**src/rtl/seg7_pkg.sv**
```systemverilog
// Shared types, glyph constants and sizing helper for the multiplexed seven-segment driver.
package seg7_pkg;

    typedef enum logic {
        BLANK = 1'b0,
        SHOW  = 1'b1
    } state_t;

    localparam logic [6:0] SEG_BLANK = 7'h00;
    localparam logic [6:0] SEG_DASH  = 7'h40;

    // {g,f,e,d,c,b,a} glyphs for 0-9 then A-F
    localparam logic [6:0] GLYPH_TABLE [16] = '{
        7'h3F, 7'h06, 7'h5B, 7'h4F, 7'h66, 7'h6D, 7'h7D, 7'h07,
        7'h7F, 7'h6F, 7'h77, 7'h7C, 7'h39, 7'h5E, 7'h79, 7'h71
    };

    // Counter width large enough to hold the longest slot phase without wrapping.
    function automatic int unsigned cnt_width(input int unsigned refresh_div,
                                              input int unsigned blank_cycles);
        int unsigned m;
        m = 1;
        if (refresh_div > m) m = refresh_div;
        if (blank_cycles > m) m = blank_cycles;
        return int'($clog2(m + 1));
    endfunction

endpackage

```
**src/rtl/seg7_scan_driver_if.sv**
```systemverilog
// Display bus of the scan driver: value/control inputs and the segment/digit outputs.
interface seg7_scan_driver_if #(
    parameter int unsigned NUM_DIGITS = 3
);
    logic                      enable;
    logic                      load;
    logic [4*NUM_DIGITS-1:0]   value_in;
    logic [NUM_DIGITS-1:0]     dp_in;
    logic                      hex_mode;
    logic [6:0]                seg;
    logic                      dp;
    logic [NUM_DIGITS-1:0]     dig_en;
    logic                      frame_start;

    modport master (
        output enable, load, value_in, dp_in, hex_mode,
        input  seg, dp, dig_en, frame_start
    );

    modport slave (
        input  enable, load, value_in, dp_in, hex_mode,
        output seg, dp, dig_en, frame_start
    );
endinterface

```
**src/rtl/seg7_glyph_rom.sv**
```systemverilog
// Nibble to seven-segment glyph lookup; A-F become a dash unless hex_mode is set.
module seg7_glyph_rom
    import seg7_pkg::*;
(
    input  logic [3:0] nibble,
    input  logic       hex_mode,
    output logic [6:0] glyph_c
);

    always_comb begin
        glyph_c = GLYPH_TABLE[nibble];
        if (!hex_mode && (nibble > 4'd9)) glyph_c = SEG_DASH;
    end

endmodule

```
**src/rtl/seg7_scan_driver.sv**
```systemverilog
// Multiplexed common-cathode seven-segment scanner with blanking guard and tear-free loading.
// Optional leading-zero suppression is enabled by defining LEADING_ZERO_BLANK_EN.
module seg7_scan_driver
    import seg7_pkg::*;
#(
    parameter int unsigned NUM_DIGITS   = 3,
    parameter int unsigned REFRESH_DIV  = 1000,
    parameter int unsigned BLANK_CYCLES = 2
) (
    input logic                 clk,
    input logic                 rst_n,
    seg7_scan_driver_if.slave   bus
);

    localparam int unsigned VAL_W      = 4 * NUM_DIGITS;
    localparam int unsigned IDX_W      = (NUM_DIGITS > 1) ? $clog2(NUM_DIGITS) : 1;
    localparam int unsigned CNT_W      = cnt_width(REFRESH_DIV, BLANK_CYCLES);
    localparam int unsigned SHOW_LAST  = REFRESH_DIV - 1;
    localparam int unsigned BLANK_LAST = (BLANK_CYCLES > 0) ? BLANK_CYCLES - 1 : 0;
    localparam int unsigned IDX_LAST   = NUM_DIGITS - 1;
    localparam state_t      FIRST_STATE = (BLANK_CYCLES > 0) ? BLANK : SHOW;

    state_t                 state_q, state_d;
    logic [CNT_W-1:0]       cnt_q, cnt_d;
    logic [IDX_W-1:0]       idx_q, idx_d;
    logic [VAL_W-1:0]       pend_val_q, pend_val_d;
    logic [NUM_DIGITS-1:0]  pend_dp_q, pend_dp_d;
    logic [VAL_W-1:0]       act_val_q, act_val_d;
    logic [NUM_DIGITS-1:0]  act_dp_q, act_dp_d;
    logic [6:0]             seg_q, seg_d;
    logic                   dp_q, dp_d;
    logic [NUM_DIGITS-1:0]  dig_en_q, dig_en_d;
    logic                   fs_q, fs_d;

    logic                   frame_edge;
    logic [VAL_W-1:0]       src_val;
    logic [NUM_DIGITS-1:0]  src_dp;
    logic [3:0]             nib;
    logic                   dp_sel;
    logic                   lz_blank;
    logic [6:0]             glyph_c;
`ifdef LEADING_ZERO_BLANK_EN
    logic                   zero_above;
`endif

    // On the frame edge the display reads the value that active is about to take,
    // so a zero-length blank phase still shows the new frame from its first cycle.
    always_comb begin
        frame_edge = bus.enable && (state_q == FIRST_STATE) &&
                     (idx_q == '0) && (cnt_q == '0);
        src_val = act_val_q;
        src_dp  = act_dp_q;
        if (frame_edge) begin
            src_val = bus.load ? bus.value_in : pend_val_q;
            src_dp  = bus.load ? bus.dp_in    : pend_dp_q;
        end
        nib    = 4'h0;
        dp_sel = 1'b0;
        for (int k = 0; k < int'(NUM_DIGITS); k++) begin
            if (idx_q == IDX_W'(k)) begin
                nib    = src_val[4*k +: 4];
                dp_sel = src_dp[k];
            end
        end
`ifdef LEADING_ZERO_BLANK_EN
        zero_above = 1'b1;
        lz_blank   = 1'b0;
        for (int k = int'(NUM_DIGITS) - 1; k >= 0; k--) begin
            zero_above = zero_above && (src_val[4*k +: 4] == 4'h0);
            if ((k > 0) && (idx_q == IDX_W'(k)) && zero_above) lz_blank = 1'b1;
        end
`else
        lz_blank = 1'b0;
`endif
    end

    seg7_glyph_rom u_glyph_rom (
        .nibble   (nib),
        .hex_mode (bus.hex_mode),
        .glyph_c  (glyph_c)
    );

    // Next-state and next-output logic; outputs are computed for the current state and registered.
    always_comb begin
        state_d    = state_q;
        cnt_d      = cnt_q;
        idx_d      = idx_q;
        pend_val_d = pend_val_q;
        pend_dp_d  = pend_dp_q;
        act_val_d  = act_val_q;
        act_dp_d   = act_dp_q;
        seg_d      = SEG_BLANK;
        dp_d       = 1'b0;
        dig_en_d   = '0;
        fs_d       = 1'b0;

        if (bus.load) begin
            pend_val_d = bus.value_in;
            pend_dp_d  = bus.dp_in;
        end

        if (frame_edge) begin
            act_val_d = src_val;
            act_dp_d  = src_dp;
            fs_d      = 1'b1;
        end

        if (bus.enable) begin
            unique case (state_q)
                BLANK: begin
                    if (cnt_q == CNT_W'(BLANK_LAST)) begin
                        state_d = SHOW;
                        cnt_d   = '0;
                    end else begin
                        cnt_d = cnt_q + CNT_W'(1);
                    end
                end
                SHOW: begin
                    dig_en_d = NUM_DIGITS'(1) << idx_q;
                    seg_d    = lz_blank ? SEG_BLANK : glyph_c;
                    dp_d     = dp_sel;
                    if (cnt_q == CNT_W'(SHOW_LAST)) begin
                        state_d = FIRST_STATE;
                        cnt_d   = '0;
                        idx_d   = (idx_q == IDX_W'(IDX_LAST)) ? '0 : idx_q + IDX_W'(1);
                    end else begin
                        cnt_d = cnt_q + CNT_W'(1);
                    end
                end
                default: begin
                    state_d = FIRST_STATE;
                    cnt_d   = '0;
                end
            endcase
        end
    end

    always_ff @(posedge clk) begin
        if (!rst_n) begin
            state_q    <= FIRST_STATE;
            cnt_q      <= '0;
            idx_q      <= '0;
            pend_val_q <= '0;
            pend_dp_q  <= '0;
            act_val_q  <= '0;
            act_dp_q   <= '0;
            seg_q      <= SEG_BLANK;
            dp_q       <= 1'b0;
            dig_en_q   <= '0;
            fs_q       <= 1'b0;
        end else begin
            state_q    <= state_d;
            cnt_q      <= cnt_d;
            idx_q      <= idx_d;
            pend_val_q <= pend_val_d;
            pend_dp_q  <= pend_dp_d;
            act_val_q  <= act_val_d;
            act_dp_q   <= act_dp_d;
            seg_q      <= seg_d;
            dp_q       <= dp_d;
            dig_en_q   <= dig_en_d;
            fs_q       <= fs_d;
        end
    end

    assign bus.seg         = seg_q;
    assign bus.dp          = dp_q;
    assign bus.dig_en      = dig_en_q;
    assign bus.frame_start = fs_q;

endmodule

```
**src/flat_wrapper.sv**
```systemverilog
// flat-port wrapper written by rule: the top's interface ports become plain ports
module seg7_scan_driver_flat import seg7_pkg::*;
#(
    parameter int unsigned NUM_DIGITS   = 3,
    parameter int unsigned REFRESH_DIV  = 1000,
    parameter int unsigned BLANK_CYCLES = 2
)
  (clk, rst_n, bus_enable, bus_load, bus_value_in, bus_dp_in, bus_hex_mode, bus_seg, bus_dp, bus_dig_en, bus_frame_start);
  seg7_scan_driver_if #(.NUM_DIGITS(NUM_DIGITS)) bus_i ();
  input logic clk;
  input logic rst_n;
  input wire logic [$bits(bus_i.enable)-1:0] bus_enable;
  input wire logic [$bits(bus_i.load)-1:0] bus_load;
  input wire logic [$bits(bus_i.value_in)-1:0] bus_value_in;
  input wire logic [$bits(bus_i.dp_in)-1:0] bus_dp_in;
  input wire logic [$bits(bus_i.hex_mode)-1:0] bus_hex_mode;
  output wire logic [$bits(bus_i.seg)-1:0] bus_seg;
  output wire logic [$bits(bus_i.dp)-1:0] bus_dp;
  output wire logic [$bits(bus_i.dig_en)-1:0] bus_dig_en;
  output wire logic [$bits(bus_i.frame_start)-1:0] bus_frame_start;
  assign bus_i.enable = bus_enable;
  assign bus_i.load = bus_load;
  assign bus_i.value_in = bus_value_in;
  assign bus_i.dp_in = bus_dp_in;
  assign bus_i.hex_mode = bus_hex_mode;
  assign bus_seg = bus_i.seg;
  assign bus_dp = bus_i.dp;
  assign bus_dig_en = bus_i.dig_en;
  assign bus_frame_start = bus_i.frame_start;
  seg7_scan_driver #(.NUM_DIGITS(NUM_DIGITS), .REFRESH_DIV(REFRESH_DIV), .BLANK_CYCLES(BLANK_CYCLES)) u_core (.clk(clk), .rst_n(rst_n), .bus(bus_i));
endmodule
```
**config.mk**
```make
export PLATFORM = sky130hd
export DESIGN_NAME = seg7_scan_driver_flat
export DESIGN_NICKNAME = d
export VERILOG_FILES = /design/src/rtl/seg7_pkg.sv /design/src/rtl/seg7_scan_driver_if.sv /design/src/rtl/seg7_glyph_rom.sv /design/src/rtl/seg7_scan_driver.sv /design/src/flat_wrapper.sv
export SDC_FILE = /design/constraint.sdc
export NUM_CORES = 1
export LEC_CHECK = 0
export CAP_MARGIN = 25
export CORE_UTILIZATION = 50
export CTS_BUF_LIST = sky130_fd_sc_hd__clkbuf_8
export DETAILED_ROUTE_END_ITERATION = 8
export MAX_ROUTING_LAYER = met4
export PLACE_DENSITY = 0.73
export SLEW_MARGIN = 20
export SYNTH_ARGS = -nofsm -noshare
export SYNTH_HDL_FRONTEND = slang
export SYNTH_SLANG_ARGS = --single-unit
```
**constraint.sdc**
```tcl
create_clock -name clk -period 4.15 [get_ports clk]
set_input_delay 1.245 -clock clk [delete_from_list [all_inputs] [get_ports clk]]
set_output_delay 1.245 -clock clk [all_outputs]
set_load 0.02 [all_outputs]
```
---- Word level (Yosys, flattened, before mapping) ----
Memory sizes are Yosys's and may differ from the RTL's.
Cells that the tools add are included.
cells by class
  add/subtract/negate cells ............... 2
  magnitude comparators ................... 2
  equality and inequality tests ........... 4
  shifts and indexed selects .............. 1
  multiplexer cells ....................... 21
  bitwise gates (word level) .............. 4
  reductions and logical operators ........ 10
operators by type and width
  kind                                                       count
  two-way mux 12 bit                                         2
  two-way mux 7 bit                                          3
  two-way mux 10 bit                                         2
  one-hot mux 10 bit (2 select lines)                        1
  two-way mux 4 bit                                          3
  adder 10 x 1 -> 10 bit (second input constant)             1
  equality test 10 x 1 -> 1 bit (second input constant)      1
  equality test 10 bit (second input constant)               1
  logical NOT 10 bit                                         1
  two-way mux 1 bit                                          6
  two-way mux 3 bit                                          2
  AND reduction 3 bit                                        2
  greater-or-equal comparator 5 bit (second input constant)  1
  NOT 4 -> 5 bit                                             1
  > comparator 4 bit (second input constant)                 1
  logical AND 1 bit                                          4
  OR reduction 4 bit                                         1
  NOT 1 bit                                                  3
  left shift 1 x 2 -> 3 bit (first input constant)           1
  adder 2 x 1 -> 2 bit (second input constant)               1
  equality test 2 x 1 -> 1 bit (second input constant)       1
  equality test 2 bit (second input constant)                1
  logical NOT 2 bit                                          1
  two-way mux 2 bit                                          1
  other kinds (2)                                            2
storage, ports and cells
  register bits after elaboration ......... 55
  bits in read-only memories .............. 112
  input bits .............................. 20
  output and inout bits ................... 12
  word-level logic and storage cells ...... 57
  memories ................................ 1
memory list
  memory            depth  bits a word  rd ports  clocked after Yosys merged registers in  write ports  line                  RTL
  (name not given)  16     7            1         0                                        0            seg7_glyph_rom.sv:11  glyph_c = GLYPH_TABLE[nibble];

---- Logic depth before layout (Yosys ltp) ----
  word-level depth ........................ 13
  gate-level depth with buffers ........... 12
  mapped depth without buffers ............ 11

---- By module ----
Synthesis repeated with hierarchy kept, for this count alone.
second synthesis, totals
  cells, all modules ...................... 258
  area total of the unflattened synthesis .. 2,472.4 um^2
by module, submodules not included
  module            instances  cells each  area an instance (um^2)  sequential area each (um^2)
  seg7_scan_driver  1          211         2,147.1                  1,101.1
  seg7_glyph_rom    1          47          325.3                    0.0

---- Worst setup path before layout ----
Ideal clock, no wire load.
  path type ............................... in2reg
  from .................................... input bus_load
  to ...................................... register u_core.seg_q[0], in the netlist u_core.bus.seg[0]
  library setup time ...................... 0.064 ns
  arrival ................................. 3.597 ns
  required time ........................... 4.086 ns
  setup slack ............................. 0.488 ns
  stages on the path ...................... 10
  buffers on the path ..................... 2
  cell sequence ........................... buf_6 -> clkbuf_1 -> mux2i_1 -> mux2i_1 -> a222oi_1 -> inv_1 -> ha_1 -> or3_1 -> o221a_1 -> nor2_1
on the way
  word-level cells in the longest chain between the ends .. 9
  elaborated cells on any way between the ends .. 12
  classes of those cells .................. 1 x order compare; 7 x mux; 1 x bitwise; 2 x reduce/logical; 1 x memory
ends and longest elaborated chain
  item                                                  line                     RTL
  start: declaration                                    flat_wrapper.sv:13       input wire logic [$bits(bus_i.load)-1:0] bus_load;
  two-way mux 12 bit (*)                                -
  two-way mux 12 bit (*)                                seg7_scan_driver.sv:53   if (frame_edge) begin
  two-way mux 4 bit (2 in a row)                        seg7_scan_driver.sv:60   if (idx_q == IDX_W'(k)) begin
  two-way mux 4 bit (*)                                 seg7_scan_driver.sv:60
  NOT 4 -> 5 bit (not written as such)                  seg7_glyph_rom.sv:11
  memory read (16 x 7 bit)                              -
  two-way mux 7 bit (not written as such) (2 in a row)  seg7_glyph_rom.sv:11
  end signal: assignment                                seg7_scan_driver.sv:159  seg_q <= seg_d;
  end: declaration                                      seg7_scan_driver.sv:30   logic [6:0] seg_q, seg_d;
Every way passes the cells marked *; elsewhere a longest branch is shown, timed or not. The select of a mux whose other input is x is not followed.
A chain may end at the register's enable or synchronous reset.

---- Worst setup path in the final report ----
  from .................................... input bus_enable
  to ...................................... register u_core.seg_q[4], in the netlist u_core.bus.seg[4]
on the way
  word-level cells in the longest chain between the ends .. 11
  elaborated cells on any way between the ends .. 15
  classes of those cells .................. 1 x order compare; 6 x mux; 2 x bitwise; 5 x reduce/logical; 1 x memory
ends and longest elaborated chain
  item                                                  line                    RTL
  start: declaration                                    flat_wrapper.sv:12      input wire logic [$bits(bus_i.enable)-1:0] bus_enable;
  logical AND 1 bit (2 in a row)                        seg7_scan_driver.sv:49  frame_edge = bus.enable && (state_q == FIRST_STATE) &&
  logical AND 1 bit                                     seg7_scan_driver.sv:50  (idx_q == '0) && (cnt_q == '0);
  two-way mux 12 bit                                    seg7_scan_driver.sv:53
  two-way mux 4 bit (3 in a row)                        seg7_scan_driver.sv:60
  NOT 4 -> 5 bit (not written as such)                  seg7_glyph_rom.sv:11
  memory read (16 x 7 bit)                              -
  two-way mux 7 bit (not written as such) (2 in a row)  seg7_glyph_rom.sv:11
Several ways; a longest one is shown, not always the timed one. The select of a mux whose other input is x is not followed.

==> results.json <==
{
  "place_area_um2": 2900,
  "setup.worst_path.class": "in2reg",
  "stdcell_area_um2": 3000,
  "yosysTopAreaCellShare": 0.433,
  "status": "finished, final reports clean",
  "netlist_instances": 255,
  "hp-class": "reg2reg",
  "postSynthAreaPerCell_um2": 9.98,
  "synth_cell_types": 45,
  "tns_ns": 0,
  "dieArea_um2": 5380,
  "drc": 0,
  "peakVddDrop_mv": 0.201,
  "crit_family": "compound AO/OA/AOI/OAI gates",
  "max-slew-margin-rel": 0.603,
  "dp.cells": 344,
  "worst_pin_slew_ns": 0.584,
  "via_per_inst": 5.20,
  "pre_cts_slack_ns": 0.0991,
  "wl_met2_um": 2120,
  "cts_made_buffers": 5,
  "start_util": 0.528,
  "stdcell_count": 352,
  "synth_edf_count": 0,
  "syn_nets": 285,
  "topRoutingLayerUsed": "met4",
  "cp.buffers_inverters": 2,
  "leakage_nw": 1.28,
  "ys_top_cells_by_area": "dfxtp_1 (43%), mux2i_1 (7.5%), nor2b_1 (5.2%)",
  "postCtsSetupRepairBufs": 0,
  "fin_crit_ns": 3.78,
  "yosysSeqAreaShare": 0.433,
  "async_flop_share": 0,
  "grt_pass1_vias": 1697,
  "routed_wl_um": 4580,
  "finalWeightedCongestion": 0.819,
  "post-route-period-util": 0.910,
  "yosys_most_used_dff": "dfxtp_1",
  "die_w_um": 73.3,
  "rsz0062_at_grt": "false",
  "slew_viol_final": 0,
  "skew_ns": 0.0123,
  "cap_violations": 0,
  "wl_per_cell_um": 13.0,
  "core-area_um2": 4820,
  "clock-root-buffer": "clkbuf_8",
  "first_pass_iters": 4,
  "hpwl_um": 3230,
  "final_cell_mix": "dfxtp_1 (55), clkdlybuf4s50_1 (31), nor2_1 (23)",
  "worstSetupStartpointType": "input port",
  "cts-resized-gates": 0,
  "wl_met3_um": 208,
  "syn2layout_area_growth_pct": 17.8,
  "layout-drive-gt1-share": 0.0842,
  "via_count": 1832,
  "hold_viol_final": 0,
  "synth_top_area_cell": "dfxtp_1",
  "grt_overflow": 0,
  "grtUsageTotal": 0.197,
  "antenna_found_initial": 0,
  "worst_slack_ns": 0.375,
  "yosys_warnings": 0,
  "final_nets": 314,
  "cpMostUsedCell": "nor2_1",
  "clkTransAtPathRegs_ns": 0.10,
  "dieHeight_um": 73.3,
  "setup_violations": 0,
  "cp_max_fo": 6,
  "end_kind": "flip-flop",
  "synth.ff_latch_count": 55,
  "cts_hold_buf": 0,
  "cts_tree": "built",
  "slowest_stage": "clkdlybuf4s50_1",
  "grt_start_max_net_pins": 31,
  "max_stage_delay_ns": 0.49,
  "grt_pass1_wl_um": 7880,
  "crit_required_ns": 4.33,
  "h-tree-depth": 2,
  "power_density_nw_per_um2": 368,
  "fmax_ghz": 0.265,
  "crit_chain": "clkdlybuf4s50_1, nor4b_2, and4_1, mux2i_1, o31a_1, inv_1, ha_1, nor2_1, nor2_1, o31ai_2, a221oi_1",
  "clock_sinks": 55,
  "diodes": 0,
  "rows": 25,
  "hold-worst-slack_ns": 0.517,
  "met1_length_um": 2200,
  "drt.antenna.violating_nets": 0,
  "cts_buffer_depth": 2,
  "final_common_cell": "dfxtp_1",
  "syn_area_um2": 2540,
  "insertion_delay_ns": 0.32,
  "critPathArrivalTime_ns": 3.95,
  "ios": 32,
  "port_buffers": 31,
  "drtIter0Drc": 91
}
final cells by class:
type / instances / area [um^2]
Fill cell: 454 / 1820
Multi-Input combinational cell: 179 / 1340
Sequential cell: 55 / 1100
Timing Repair Buffer: 36 / 348
Tap cell: 67 / 83.8
Clock buffer: 6 / 82.6
Inverter: 7 / 26.3
Clock inverter: 2 / 17.5
sequential cells by signal, indices dropped and copies added (netlist names):
register	count
u_core.act_dp_q	3
u_core.act_val_q	12
u_core.bus.dig_en	3
u_core.bus.dp	1
u_core.bus.frame_start	1
u_core.bus.seg	7
u_core.cnt_q	10
u_core.idx_q	2
u_core.pend_dp_q	3
u_core.pend_val_q	12
u_core.state_q	1
stage by stage:
stage | total power (W) | util
after floorplan | 0.000739 | -
after detailed placement | 0.000794 | 0.601
after global routing | 0.00116 | 0.622
final | 0.00110 | 0.622
after CTS | 0.00111 | 0.622
after global placement | 0.000789 | 0.601
synth_stat cells, types with 2 or more instances:
cell type / n
dfxtp_1: 55
nor2_1: 23
nand2_1: 21
nor2b_1: 21
mux2i_1: 19
o211a_1: 11
ha_1: 10
and2_1: 8
clkbuf_1: 8
inv_1: 7
nand4_1: 6
xor2_1: 6
nor3_1: 5
mux2_2: 4
nand3_1: 4
xnor2_1: 4
a211oi_1: 3
a222oi_1: 3
buf_4: 3
a21oi_1: 2
a221oi_1: 2
a311oi_1: 2
and3_1: 2
buf_6: 2
nand2b_1: 2
nor4_4: 2
o21ai_0: 2
worst paths after layout:
| kind | from | end | slack, ns | cells past startpoint |
|---|---|---|---|---|
| setup reg to reg | u_core.idx_q[1] | u_core.bus.seg[4] | 1.20 | 10 |
| setup / recovery | bus_enable | u_core.bus.seg[4] | 0.37 | 11 |
| hold / removal | u_core.act_val_q[3] | u_core.act_val_q[3] | 0.52 | 1 |
| hold reg to reg | u_core.act_val_q[3] | u_core.act_val_q[3] | 0.52 | 1 |
worst reg2reg max path, stage by stage, from the launching register on:
cell,delay [ns]
dfxtp_1,0.46
nor4b_2,0.40
and4_1,0.32
mux2i_1,0.27
o31a_1,0.29
inv_1,0.12
ha_1,0.25
nor2_1,0.10
nor2_1,0.05
o31ai_2,0.43
a221oi_1,0.10
metal layers:
| layer | global-route usage | up-vias |
|---|---|---|
| li1 | - | 952 |
| met2 | 0.308 | 41 |
| met3 | 0.0508 | 7 |
| met1 | 0.253 | 832 |
| met4 | 0.0598 | 0 |
| met5 | - | - |
where the power goes:
part | switching [W] | internal, W
logic | 0.000108 | 0.0000993
registers | 0.0000170 | 0.000559
clock network | 0.000181 | 0.000140
total | 0.000305 | 0.000798
logic make-up (layout without fill, tap and decap cells):
family,after synthesis,in the layout,share of synthesized area
AND/OR/NAND/NOR,100,100,0.217
AO/OA/AOI/OAI,34,34,0.118
multiplexers,25,25,0.107
buffers and inverters,21,51,0.0418
flip-flops,55,55,0.433
adder cells (fa/ha/maj),10,10,0.0492
XOR/XNOR,10,10,0.0344
(Power assumes the default switching activity.)
